--- config.mk ---
export PLATFORM = sky130hd
export DESIGN_NAME = alu_8_driver_flat
export DESIGN_NICKNAME = d
export VERILOG_FILES = /design/src/rtl/alu_8_driver_if.sv /design/src/rtl/alu_8_driver.sv /design/src/flat_wrapper.sv
export SDC_FILE = /design/constraint.sdc
export NUM_CORES = 1
export LEC_CHECK = 0
export CELL_PAD_IN_SITES_DETAIL_PLACEMENT = 0
export CELL_PAD_IN_SITES_GLOBAL_PLACEMENT = 1
export CORE_MARGIN = 2
export CORE_UTILIZATION = 44
export DETAILED_ROUTE_END_ITERATION = 10
export GPL_TIMING_DRIVEN = 0
export PLACE_DENSITY = 0.82
export SYNTH_ARGS = -nofsm -noshare
export SYNTH_HDL_FRONTEND = slang
export SYNTH_SLANG_ARGS = --single-unit
--- constraint.sdc ---
create_clock -name clk -period 2 [get_ports clk]
set_clock_uncertainty 0.1 [all_clocks]
set_input_delay 0.3 -clock clk [delete_from_list [all_inputs] [get_ports clk]]
set_output_delay 0.3 -clock clk [all_outputs]
set_load 0.02 [all_outputs]
--- src/rtl/alu_8_driver_if.sv ---
// Command, ALU and response signal bundle for alu_8_driver.
// The slave modport is the driver side; master is its environment.
interface alu_8_driver_if;
    logic       cmd_valid;
    logic       cmd_ready;
    logic [3:0] cmd_a;
    logic [3:0] cmd_b;
    logic [2:0] cmd_op;
    logic [3:0] alu_a;
    logic [3:0] alu_b;
    logic [2:0] alu_sel;
    logic       alu_stb;
    logic [4:0] alu_result;
    logic       rsp_valid;
    logic       rsp_ready;
    logic [4:0] rsp_data;
    logic [2:0] rsp_op;
    logic       rsp_err;
    logic       busy;

    modport master (
        output cmd_valid, cmd_a, cmd_b, cmd_op,
        output alu_result, rsp_ready,
        input  cmd_ready, alu_a, alu_b, alu_sel, alu_stb,
        input  rsp_valid, rsp_data, rsp_op, rsp_err, busy
    );

    modport slave (
        input  cmd_valid, cmd_a, cmd_b, cmd_op,
        input  alu_result, rsp_ready,
        output cmd_ready, alu_a, alu_b, alu_sel, alu_stb,
        output rsp_valid, rsp_data, rsp_op, rsp_err, busy
    );
endinterface

--- src/rtl/alu_8_driver.sv ---
// Command FIFO plus issue/wait/hold sequencer in front of the 4-bit ALU.
// One command in flight; divide/modulo by zero is flagged at capture.
module alu_8_driver #(
    parameter int LAT   = 1,
    parameter int DEPTH = 4
) (
    input logic          clk,
    input logic          rst,
    alu_8_driver_if.slave bus
);
    localparam int AW = $clog2(DEPTH);

    typedef enum logic [1:0] {
        S_IDLE,
        S_ISSUE,
        S_WAIT,
        S_HOLD
    } state_e;

    state_e      state_q, state_d;
    logic [10:0] mem_q [DEPTH];
    logic [AW:0] wptr_q, rptr_q;
    logic [3:0]  cnt_q, cnt_d;
    logic [3:0]  a_q, a_d, b_q, b_d;
    logic [2:0]  op_q, op_d;
    logic [4:0]  data_q, data_d;
    logic [2:0]  rop_q, rop_d;
    logic        err_q, err_d;
    logic        full, empty, push, pop;
    logic        capture, zdiv, stb, rvalid;
    logic [10:0] head;

    // Wrap bits differ with equal addresses only when full.
    assign empty = (wptr_q == rptr_q);
    assign full  = (wptr_q[AW] != rptr_q[AW]) &&
                   (wptr_q[AW-1:0] == rptr_q[AW-1:0]);
    assign push  = bus.cmd_valid && bus.cmd_ready;
    assign head  = mem_q[rptr_q[AW-1:0]];
    assign zdiv  = ((op_q == 3'b011) || (op_q == 3'b100)) &&
                   (b_q == 4'd0);

    always_ff @(posedge clk) begin
        if (push) begin
            mem_q[wptr_q[AW-1:0]] <= {bus.cmd_a, bus.cmd_b, bus.cmd_op};
        end
    end

    always_ff @(posedge clk) begin
        if (rst) begin
            wptr_q <= '0;
            rptr_q <= '0;
        end else begin
            if (push) wptr_q <= wptr_q + {{AW{1'b0}}, 1'b1};
            if (pop)  rptr_q <= rptr_q + {{AW{1'b0}}, 1'b1};
        end
    end

    always_ff @(posedge clk) begin
        if (rst) begin
            state_q <= S_IDLE;
            cnt_q   <= '0;
        end else begin
            state_q <= state_d;
            cnt_q   <= cnt_d;
        end
    end

    always_comb begin
        state_d = state_q;
        cnt_d   = cnt_q;
        unique case (state_q)
            S_IDLE: begin
                if (!empty) state_d = S_ISSUE;
            end
            S_ISSUE: begin
                cnt_d   = 4'(LAT);
                state_d = S_WAIT;
            end
            S_WAIT: begin
                if (cnt_q == 4'd1) state_d = S_HOLD;
                else               cnt_d   = cnt_q - 4'd1;
            end
            S_HOLD: begin
                if (bus.rsp_ready) state_d = S_IDLE;
            end
            default: state_d = S_IDLE;
        endcase
    end

    always_comb begin
        pop     = (state_q == S_IDLE) && !empty;
        stb     = (state_q == S_ISSUE);
        capture = (state_q == S_WAIT) && (cnt_q == 4'd1);
        rvalid  = (state_q == S_HOLD);
    end

    always_comb begin
        a_d    = a_q;
        b_d    = b_q;
        op_d   = op_q;
        data_d = data_q;
        rop_d  = rop_q;
        err_d  = err_q;
        if (pop) {a_d, b_d, op_d} = head;
        if (capture) begin
            rop_d = op_q;
            if (zdiv) begin
                data_d = 5'b11111;
                err_d  = 1'b1;
            end else begin
                data_d = bus.alu_result;
                err_d  = 1'b0;
            end
        end
    end

    always_ff @(posedge clk) begin
        if (rst) begin
            a_q    <= '0;
            b_q    <= '0;
            op_q   <= '0;
            data_q <= '0;
            rop_q  <= '0;
            err_q  <= 1'b0;
        end else begin
            a_q    <= a_d;
            b_q    <= b_d;
            op_q   <= op_d;
            data_q <= data_d;
            rop_q  <= rop_d;
            err_q  <= err_d;
        end
    end

    assign bus.cmd_ready = !full && !rst;
    assign bus.alu_a     = a_q;
    assign bus.alu_b     = b_q;
    assign bus.alu_sel   = op_q;
    assign bus.alu_stb   = stb;
    assign bus.rsp_valid = rvalid;
    assign bus.rsp_data  = data_q;
    assign bus.rsp_op    = rop_q;
    assign bus.rsp_err   = err_q;
    assign bus.busy      = (state_q != S_IDLE) || !empty;
endmodule

--- src/flat_wrapper.sv ---
// flat-port wrapper written by rule: the top's interface ports become plain ports
module alu_8_driver_flat 
#(
    parameter int LAT   = 1,
    parameter int DEPTH = 4
)
  (clk, rst, bus_cmd_valid, bus_cmd_a, bus_cmd_b, bus_cmd_op, bus_alu_result, bus_rsp_ready, bus_cmd_ready, bus_alu_a, bus_alu_b, bus_alu_sel, bus_alu_stb, bus_rsp_valid, bus_rsp_data, bus_rsp_op, bus_rsp_err, bus_busy);
  alu_8_driver_if bus_i ();
  input logic clk;
  input logic rst;
  input wire logic [$bits(bus_i.cmd_valid)-1:0] bus_cmd_valid;
  input wire logic [$bits(bus_i.cmd_a)-1:0] bus_cmd_a;
  input wire logic [$bits(bus_i.cmd_b)-1:0] bus_cmd_b;
  input wire logic [$bits(bus_i.cmd_op)-1:0] bus_cmd_op;
  input wire logic [$bits(bus_i.alu_result)-1:0] bus_alu_result;
  input wire logic [$bits(bus_i.rsp_ready)-1:0] bus_rsp_ready;
  output wire logic [$bits(bus_i.cmd_ready)-1:0] bus_cmd_ready;
  output wire logic [$bits(bus_i.alu_a)-1:0] bus_alu_a;
  output wire logic [$bits(bus_i.alu_b)-1:0] bus_alu_b;
  output wire logic [$bits(bus_i.alu_sel)-1:0] bus_alu_sel;
  output wire logic [$bits(bus_i.alu_stb)-1:0] bus_alu_stb;
  output wire logic [$bits(bus_i.rsp_valid)-1:0] bus_rsp_valid;
  output wire logic [$bits(bus_i.rsp_data)-1:0] bus_rsp_data;
  output wire logic [$bits(bus_i.rsp_op)-1:0] bus_rsp_op;
  output wire logic [$bits(bus_i.rsp_err)-1:0] bus_rsp_err;
  output wire logic [$bits(bus_i.busy)-1:0] bus_busy;
  assign bus_i.cmd_valid = bus_cmd_valid;
  assign bus_i.cmd_a = bus_cmd_a;
  assign bus_i.cmd_b = bus_cmd_b;
  assign bus_i.cmd_op = bus_cmd_op;
  assign bus_i.alu_result = bus_alu_result;
  assign bus_i.rsp_ready = bus_rsp_ready;
  assign bus_cmd_ready = bus_i.cmd_ready;
  assign bus_alu_a = bus_i.alu_a;
  assign bus_alu_b = bus_i.alu_b;
  assign bus_alu_sel = bus_i.alu_sel;
  assign bus_alu_stb = bus_i.alu_stb;
  assign bus_rsp_valid = bus_i.rsp_valid;
  assign bus_rsp_data = bus_i.rsp_data;
  assign bus_rsp_op = bus_i.rsp_op;
  assign bus_rsp_err = bus_i.rsp_err;
  assign bus_busy = bus_i.busy;
  alu_8_driver #(.LAT(LAT), .DEPTH(DEPTH)) u_core (.clk(clk), .rst(rst), .bus(bus_i));
endmodule
==> results of run 1 <==
-- routing by layer --
layer / routed length (um) / up-vias / global-route usage [%]
li1: - / 930 / -
met1: 2470 / 867 / 18.7
met2: 2720 / 47 / 24.5
met3: 274 / 5 / 4.01
met4: 59 / 0 / 6.61
met5: 0 / - / 0
-- state kept, by name, summed over array words and instances (netlist names), 3 cells and up --
register and flops:
u_core.bus.rsp_data 5, u_core.wptr_q 3, u_core.bus.rsp_op 3, u_core.bus.alu_a 4, u_core.bus.alu_b 4, u_core.rptr_q 3, u_core.mem_q 44, u_core.cnt_q 4
u_core.bus.alu_sel 3
-- per-stage QoR --
step,std cells,cell area [um2],setup TNS (ps)
floorplan,227,3140,0
CTS,381,3860,0
detailed placement,365,3680,-5260
global route,380,3880,-888
global placement,365,3680,-4670
finish,380,3880,0
-- kinds of logic (layout without fill, tap and decap cells) --
| family | after synthesis | after routing | share of synthesized area [%] |
|---|---|---|---|
| compound gates | 22 | 22 | 4.78 |
| simple gates | 67 | 67 | 10.5 |
| mux | 24 | 24 | 12.0 |
| xor+xnor | 9 | 9 | 2.98 |
| flops | 76 | 76 | 62.4 |
| buf+inv | 18 | 75 | 2.90 |
| fa+ha+maj | 11 | 11 | 4.38 |
-- power by group --
| group | total, W | switching, W | internal, W |
|---|---|---|---|
| clock network | 0.00104 | 0.000581 | 0.000459 |
| logic | 0.00169 | 0.000866 | 0.000828 |
| registers | 0.00201 | 0.000156 | 0.00185 |
-- worst paths after layout --
kind / from / cells past startpoint / endpoint
hold / removal: rst / 2 / u_core.bus.rsp_data[1]
setup reg to reg: u_core.rptr_q[0] / 5 / u_core.mem_q[3][1]
setup / recovery: u_core.rptr_q[0] / 4 / bus_cmd_ready
hold reg to reg: u_core.bus.rsp_err / 2 / u_core.bus.rsp_err
-- worst max-delay path, delay by kind of cell (launching register included) --
| family | cells | cell delay [ps] |
|---|---|---|
| flip-flops | 1 | 330 |
| XOR/XNOR | 1 | 140 |
| AO/OA/AOI/OAI | 1 | 190 |
| buffers and inverters | 2 | 530 |
-- what timing repair did --
item	4_1_cts	5_1_grt
hold buffers	0	0
gates resized for setup	6	12
setup endpoints to repair	46	54
gates cloned	0	0
-- placed cells by master, fill, tap and decap left out, types with 2 or more instances in the layout --
master           count
clkbuf_8             9
inv_6                2
nand2_1              9
o21ai_0              4
xor2_2               3
mux4_2              11
nor2b_1              3
edfxtp_1            44
inv_1                7
nand4_1              2
xnor2_1              4
clkinvlp_4           4
and2_2               3
dfxtp_1             31
nor2_1              26
a21oi_1              9
nor3_1              11
clkdlybuf4s50_1     39
ha_1                10
clkbuf_2             3
mux2i_1             13
clkbuf_1             5
nand2b_1             2
o21a_1               2
xor2_1               2
or3b_2               3
-- layout make-up --
| cell class | instances | area [um2] |
|---|---|---|
| Clock buffer | 10 | 128 |
| Timing Repair Buffer | 42 | 417 |
| Tap cell | 96 | 120 |
| Fill cell | 596 | 2990 |
| Clock inverter | 6 | 47.5 |
| Sequential cell | 76 | 1960 |
| Inverter | 7 | 26.3 |
| Multi-Input combinational cell | 133 | 1110 |
| Buffer | 10 | 63.8 |
==> qor.csv, run 1 <==
stage,metric,value,unit
worst_setup_path,CP max-delay cell,dlygate4sd2_1,
timing,final hold violations,0,
timing,Max Fclk,517,MHz
finish,fin util,56.4,%
clocking,clock root cell,clkbuf_8,
timing,Min Hold Slack,312,ps
logic_synthesis,Synth top area share,42.0,%
logic_synthesis,#FFs+latches synth,76,
global_routing,initial antenna violation count,0,
route,DRC violations left,0,
timing,unrepaired setup endpoints after global routing,yes,
logic_synthesis,Yosys cell types,38,
route,post-route ant nets,0,
logic_synthesis,Netlist Area Pre-Place,3140,um2
route,total iterations of the first detailed-routing run,4,
clocking,Clock Latency Late Sink,350,ps
pwr,Tot Pwr,0.00474,W
placement,DP HPWL,3720,um
finish,n_diodes,0,
logic_synthesis,post-synthesis average cell area,13.9,um2
worst_setup_path,Reg2Reg Setup Slack,70,ps
flow_run,max-cap violations,0,
route,DR vias/cell,4.87,
pwr,Pwr Density,1220,nW/um2
die,Starting Density,45.8,%
clocking,Inserted Clock Buffers,9,
logic_synthesis,Post-synth ARST share,0,%
die,Core Region,6870,um2
global_routing,grt total ovfl,0,
die,die area,7840,um2
route,Post-Route WL,5530,um
die,I/O Pins,44,
timing,relative slew slack,62.1,%
global_routing,All-Layer GR Usage,15.0,%
status,status,completed,
logic_synthesis,"count leader, synth",edfxtp_1,
finish,Layout Area Growth over Synthesis,23.3,%
route,Wirelength per Cell,14.5,um
worst_setup_path,CP arrival,1530,ps
clocking,postcts setup bufs,0,
logic_synthesis,Post-synth EDFFs,44,
global_routing,first-pass GRT wire length,8490,um
logic_synthesis,Ys Warns,0,
worst_setup_path,Worst path max stage delay,360,ps
placement,dpl ws,-166,ps
placement,IO Port Bufs,42,
worst_setup_path,critical-path cell list,buf_4 > xnor2_1 > a31oi_1 > dlygate4sd2_1,
global_routing,vias in the first global route,1745,
pwr,Worst VDD drop,0.633,mV
clocking,CTS tree,done,
global_routing,largest net degree at the start of global routing,15,
logic_synthesis,post-synthesis sequential area ratio,62.4,%
logic_synthesis,top cells by area in the synthesized netlist,"edfxtp_1, dfxtp_1, mux4_2, ha_1, mux2i_1",
pwr,Lkg Pwr,1.37,nW
timing,Tcrit/Tclk final,96.7,%
die,Core Rows,30,
clocking,H-tree Lvls,3,
worst_setup_path,Critical Path Sink Type,output pin,
worst_hold_path,worst min path class,input port to flop,
clocking,clock buffer depth,2,
route,Vias,1849,
logic_synthesis,dominant synthesized flop cell,edfxtp_1,
logic_synthesis,post-synthesis cell count,227,
route,initial drt markers,39,
finish,Post-layout nets,310,
finish,share of cells above drive strength 1,17.3,%
clocking,"Reg clk slew, reported paths",80,ps
timing,final worst slack,66.9,ps
timing,Final setup viols,0,
die,die width,88.5,um
die,die span in y,88.5,um
logic_synthesis,syn_nets,258,
worst_setup_path,Worst EP required,1600,ps
worst_setup_path,"Max FO, Critical Path",5,
worst_setup_path,type of the worst setup path,flop to output pin,
placement,GP Congestion,0.727,
logic_synthesis,cell taking the most area after synthesis,edfxtp_1,
timing,crit path time final,1930,ps
logic_synthesis,Post-synth top cells,"edfxtp_1, dfxtp_1, nor2_1, mux2i_1, nor3_1",
timing,Max Transition Viols Final,0,
timing,Worst Tran Pin Value,569,ps
worst_setup_path,Startpoint Class,flop,
clocking,Sink Count,76,
(Power assumes the default switching activity.)
==> inputs of run 2 (changes only) <==
CAP_MARGIN = 10   (was unset)
REMOVE_ABC_BUFFERS = 1   (was unset)
==> run 2 against run 1 <==
  * Die area stayed put
  * Cell count is 1.3% lower
  * Highest routed layer unchanged
  * Routed wire length fell by 1.9%
  * Sequential share of layout area about the same
  * Global-route usage up 0.52 points
  * Register-to-register slack improved by 30 ps
  * Largest power group unchanged
  * Power is 0.37% lower
==> qor.csv, run 2 (synthesis results as in run 1) <==
stage,metric,value,unit,change
worst_setup_path,critical-path cell list,xor2_2 > o31ai_2 > nor2_1 > and2_2,,
timing,crit path time final,1910,ps,-26.8 ps
worst_setup_path,stages on the worst setup path,4,,unchanged
status,status,completed,,
route,Post-Route WL,5420,um,-1.9%
worst_setup_path,family with the most delay on the worst path,simple AND/OR/NAND/NOR gates,,
pwr,sequential power share,43.5,%,+1.2 points
pwr,clock group share of total power,21.9,%,about the same
timing,Max Fclk,525,MHz,+1.4%
global_routing,All-Layer GR Usage,15.5,%,+0.52 points
timing,final hold violations,0,,unchanged
worst_setup_path,CP arrival,1820,ps,+290 ps
worst_setup_path,Worst path max stage delay,490,ps,+130 ps
finish,"most common cell after layout, fill and taps aside",edfxtp_1,,
route,initial drt markers,41,,+5.1%
worst_setup_path,"Max FO, Critical Path",15,,+10
die,die area,7840,um2,unchanged
worst_setup_path,WP buf/inv,0,,-2
clocking,CTS tree,done,,
placement,Cells after DPL,357,,-2.2%
pwr,Pint,0.00314,W,+0.20%
die,Core Region,6870,um2,unchanged
die,die span in y,88.5,um,unchanged
placement,IO Port Bufs,43,,+2.4%
pwr,Worst VDD drop,0.584,mV,-7.8%
route,post-route ant nets,0,,unchanged
timing,final worst slack,93.7,ps,+26.8 ps
route,Wirelength per Cell,14.5,um,-0.57%
clocking,Sink Count,76,,unchanged
die,die width,88.5,um,unchanged
timing,Tcrit/Tclk final,95.3,%,-1.3 points
timing,Min Hold Slack,363,ps,+51.1 ps
die,I/O Pins,44,,unchanged
worst_setup_path,Worst EP required,1920,ps,+320 ps
timing,Max Transition Viols Final,0,,unchanged
worst_setup_path,r2r worst-path depth,4,,-1
global_routing,vias in the first global route,1834,,+5.1%
finish,max reg flops,44,,unchanged
clocking,Clock Latency Late Sink,350,ps,about the same
clocking,H-tree Lvls,3,,unchanged
finish,share of cells above drive strength 1,17.9,%,+0.67 points
placement,GP Congestion,0.699,,-3.9%
clocking,clock buffer depth,2,,unchanged
clocking,Inserted Clock Buffers,9,,unchanged
route,DR vias/cell,4.98,,+2.4%
worst_setup_path,type of the worst setup path,flop to flop,,
flow_run,max-cap violations,0,,unchanged
route,total iterations of the first detailed-routing run,4,,unchanged
finish,most frequent cells in the layout,"edfxtp_1, clkdlybuf4s50_1, dfxtp_1, nor2_1, mux2i_1",,
die,Starting Density,45.8,%,unchanged
global_routing,initial antenna violation count,0,,unchanged
route,DRC violations left,0,,unchanged
pwr,Comb power frac,34.6,%,-1.1 points
timing,setup tns final,0,ps,unchanged
clocking,clock root cell,clkbuf_8,,
timing,unrepaired setup endpoints after global routing,yes,,
timing,relative slew slack,59.4,%,-2.6 points
route,Vias,1869,,+1.1%
finish,Layout Area Growth over Synthesis,23.9,%,
worst_hold_path,hold path depth,2,,unchanged
pwr,Lkg Pwr,1.41,nW,+2.7%
finish,Post-layout nets,305,,-1.6%
worst_setup_path,CP max-delay cell,dfxtp_4,,
timing,Worst Tran Pin Value,602,ps,+33.2 ps
worst_setup_path,Critical Path Sink Type,flop,,
finish,final non-filler cell total,375,,-1.3%
die,Core Rows,30,,unchanged
global_routing,largest net degree at the start of global routing,24,,+9
placement,dpl ws,-680,ps,-515 ps
pwr,sw power,0.00158,W,-1.5%
worst_hold_path,worst min path class,flop to flop,,
global_routing,grt total ovfl,0,,unchanged
pwr,Tot Pwr,0.00472,W,-0.37%
placement,DP HPWL,3620,um,-2.7%
worst_setup_path,Startpoint Class,flop,,
timing,Final setup viols,0,,unchanged
clocking,"Reg clk slew, reported paths",80,ps,about the same
clocking,CTS Hold Bufs,0,,unchanged
finish,n_diodes,0,,unchanged
global_routing,first-pass GRT wire length,8930,um,+5.2%
pwr,Sw Share,33.4,%,-0.38 points
pwr,Pwr Density,1210,nW/um2,-0.85%
[run 2: changes by cell type in the layout (fill, tap and decap cells not counted), moves of 2 or more]
cell	before	now
clkbuf_2	3	1
clkbuf_1	5	0
dfxtp_1	31	28
dfxtp_4	0	2
clkinv_4	0	3
clkinvlp_4	4	1
clkinv_2	0	2
[run 2: stage by stage]
stage,instance area (um2),util (%)
6_report,3900,56.7
2_1_floorplan,3080,-
5_1_grt,3900,56.7
3_5_place_dp,3670,53.4
4_1_cts,3890,56.6
3_3_place_gp,3630,52.8
[run 2: cell type report]
class	instances	area, um2
Sequential cell	76	1970
Tap cell	96	120
Multi-Input combinational cell	133	1110
Timing Repair Buffer	47	490
Fill cell	594	2970
Clock buffer	9	124
Clock inverter	7	52.6
Inverter	7	26.3
[run 2: what timing repair did]
action	CTS	global route
pin swaps	1	0
buffers inserted	2	0
setup endpoints to repair	63	48
gates resized for setup	13	6
[run 2: final timing paths]
kind         slack [ps]                from                  to
min reg2reg         360  u_core.bus.rsp_err  u_core.bus.rsp_err
min                 360  u_core.bus.rsp_err  u_core.bus.rsp_err
max reg2reg          90    u_core.rptr_q[1]  u_core.mem_q[0][2]
max                  90    u_core.rptr_q[1]  u_core.mem_q[0][2]
[run 2: per-layer routing]
metal	vias up	global-route usage (%)	wire length, um
li1	916	-	-
met1	904	18.4	2410
met2	42	26.4	2670
met3	7	5.78	284
met4	0	4.55	60
met5	-	0	0
[run 2: worst register-to-register path, cell delays in order (launching register included)]
cell	delay, ps
dfxtp_4	490
xor2_2	270
o31ai_2	160
nor2_1	180
and2_2	380
[run 2: power by group through the flow]
stage,Combinational (W),Sequential [W],Clock (W)
finish,0.00164,0.00205,0.00103
global placement,0.00153,0.00212,0
detailed placement,0.00156,0.00213,0
floorplan,0.000947,0.00218,0
global route,0.00180,0.00208,0.00114
CTS,0.00167,0.00206,0.00106
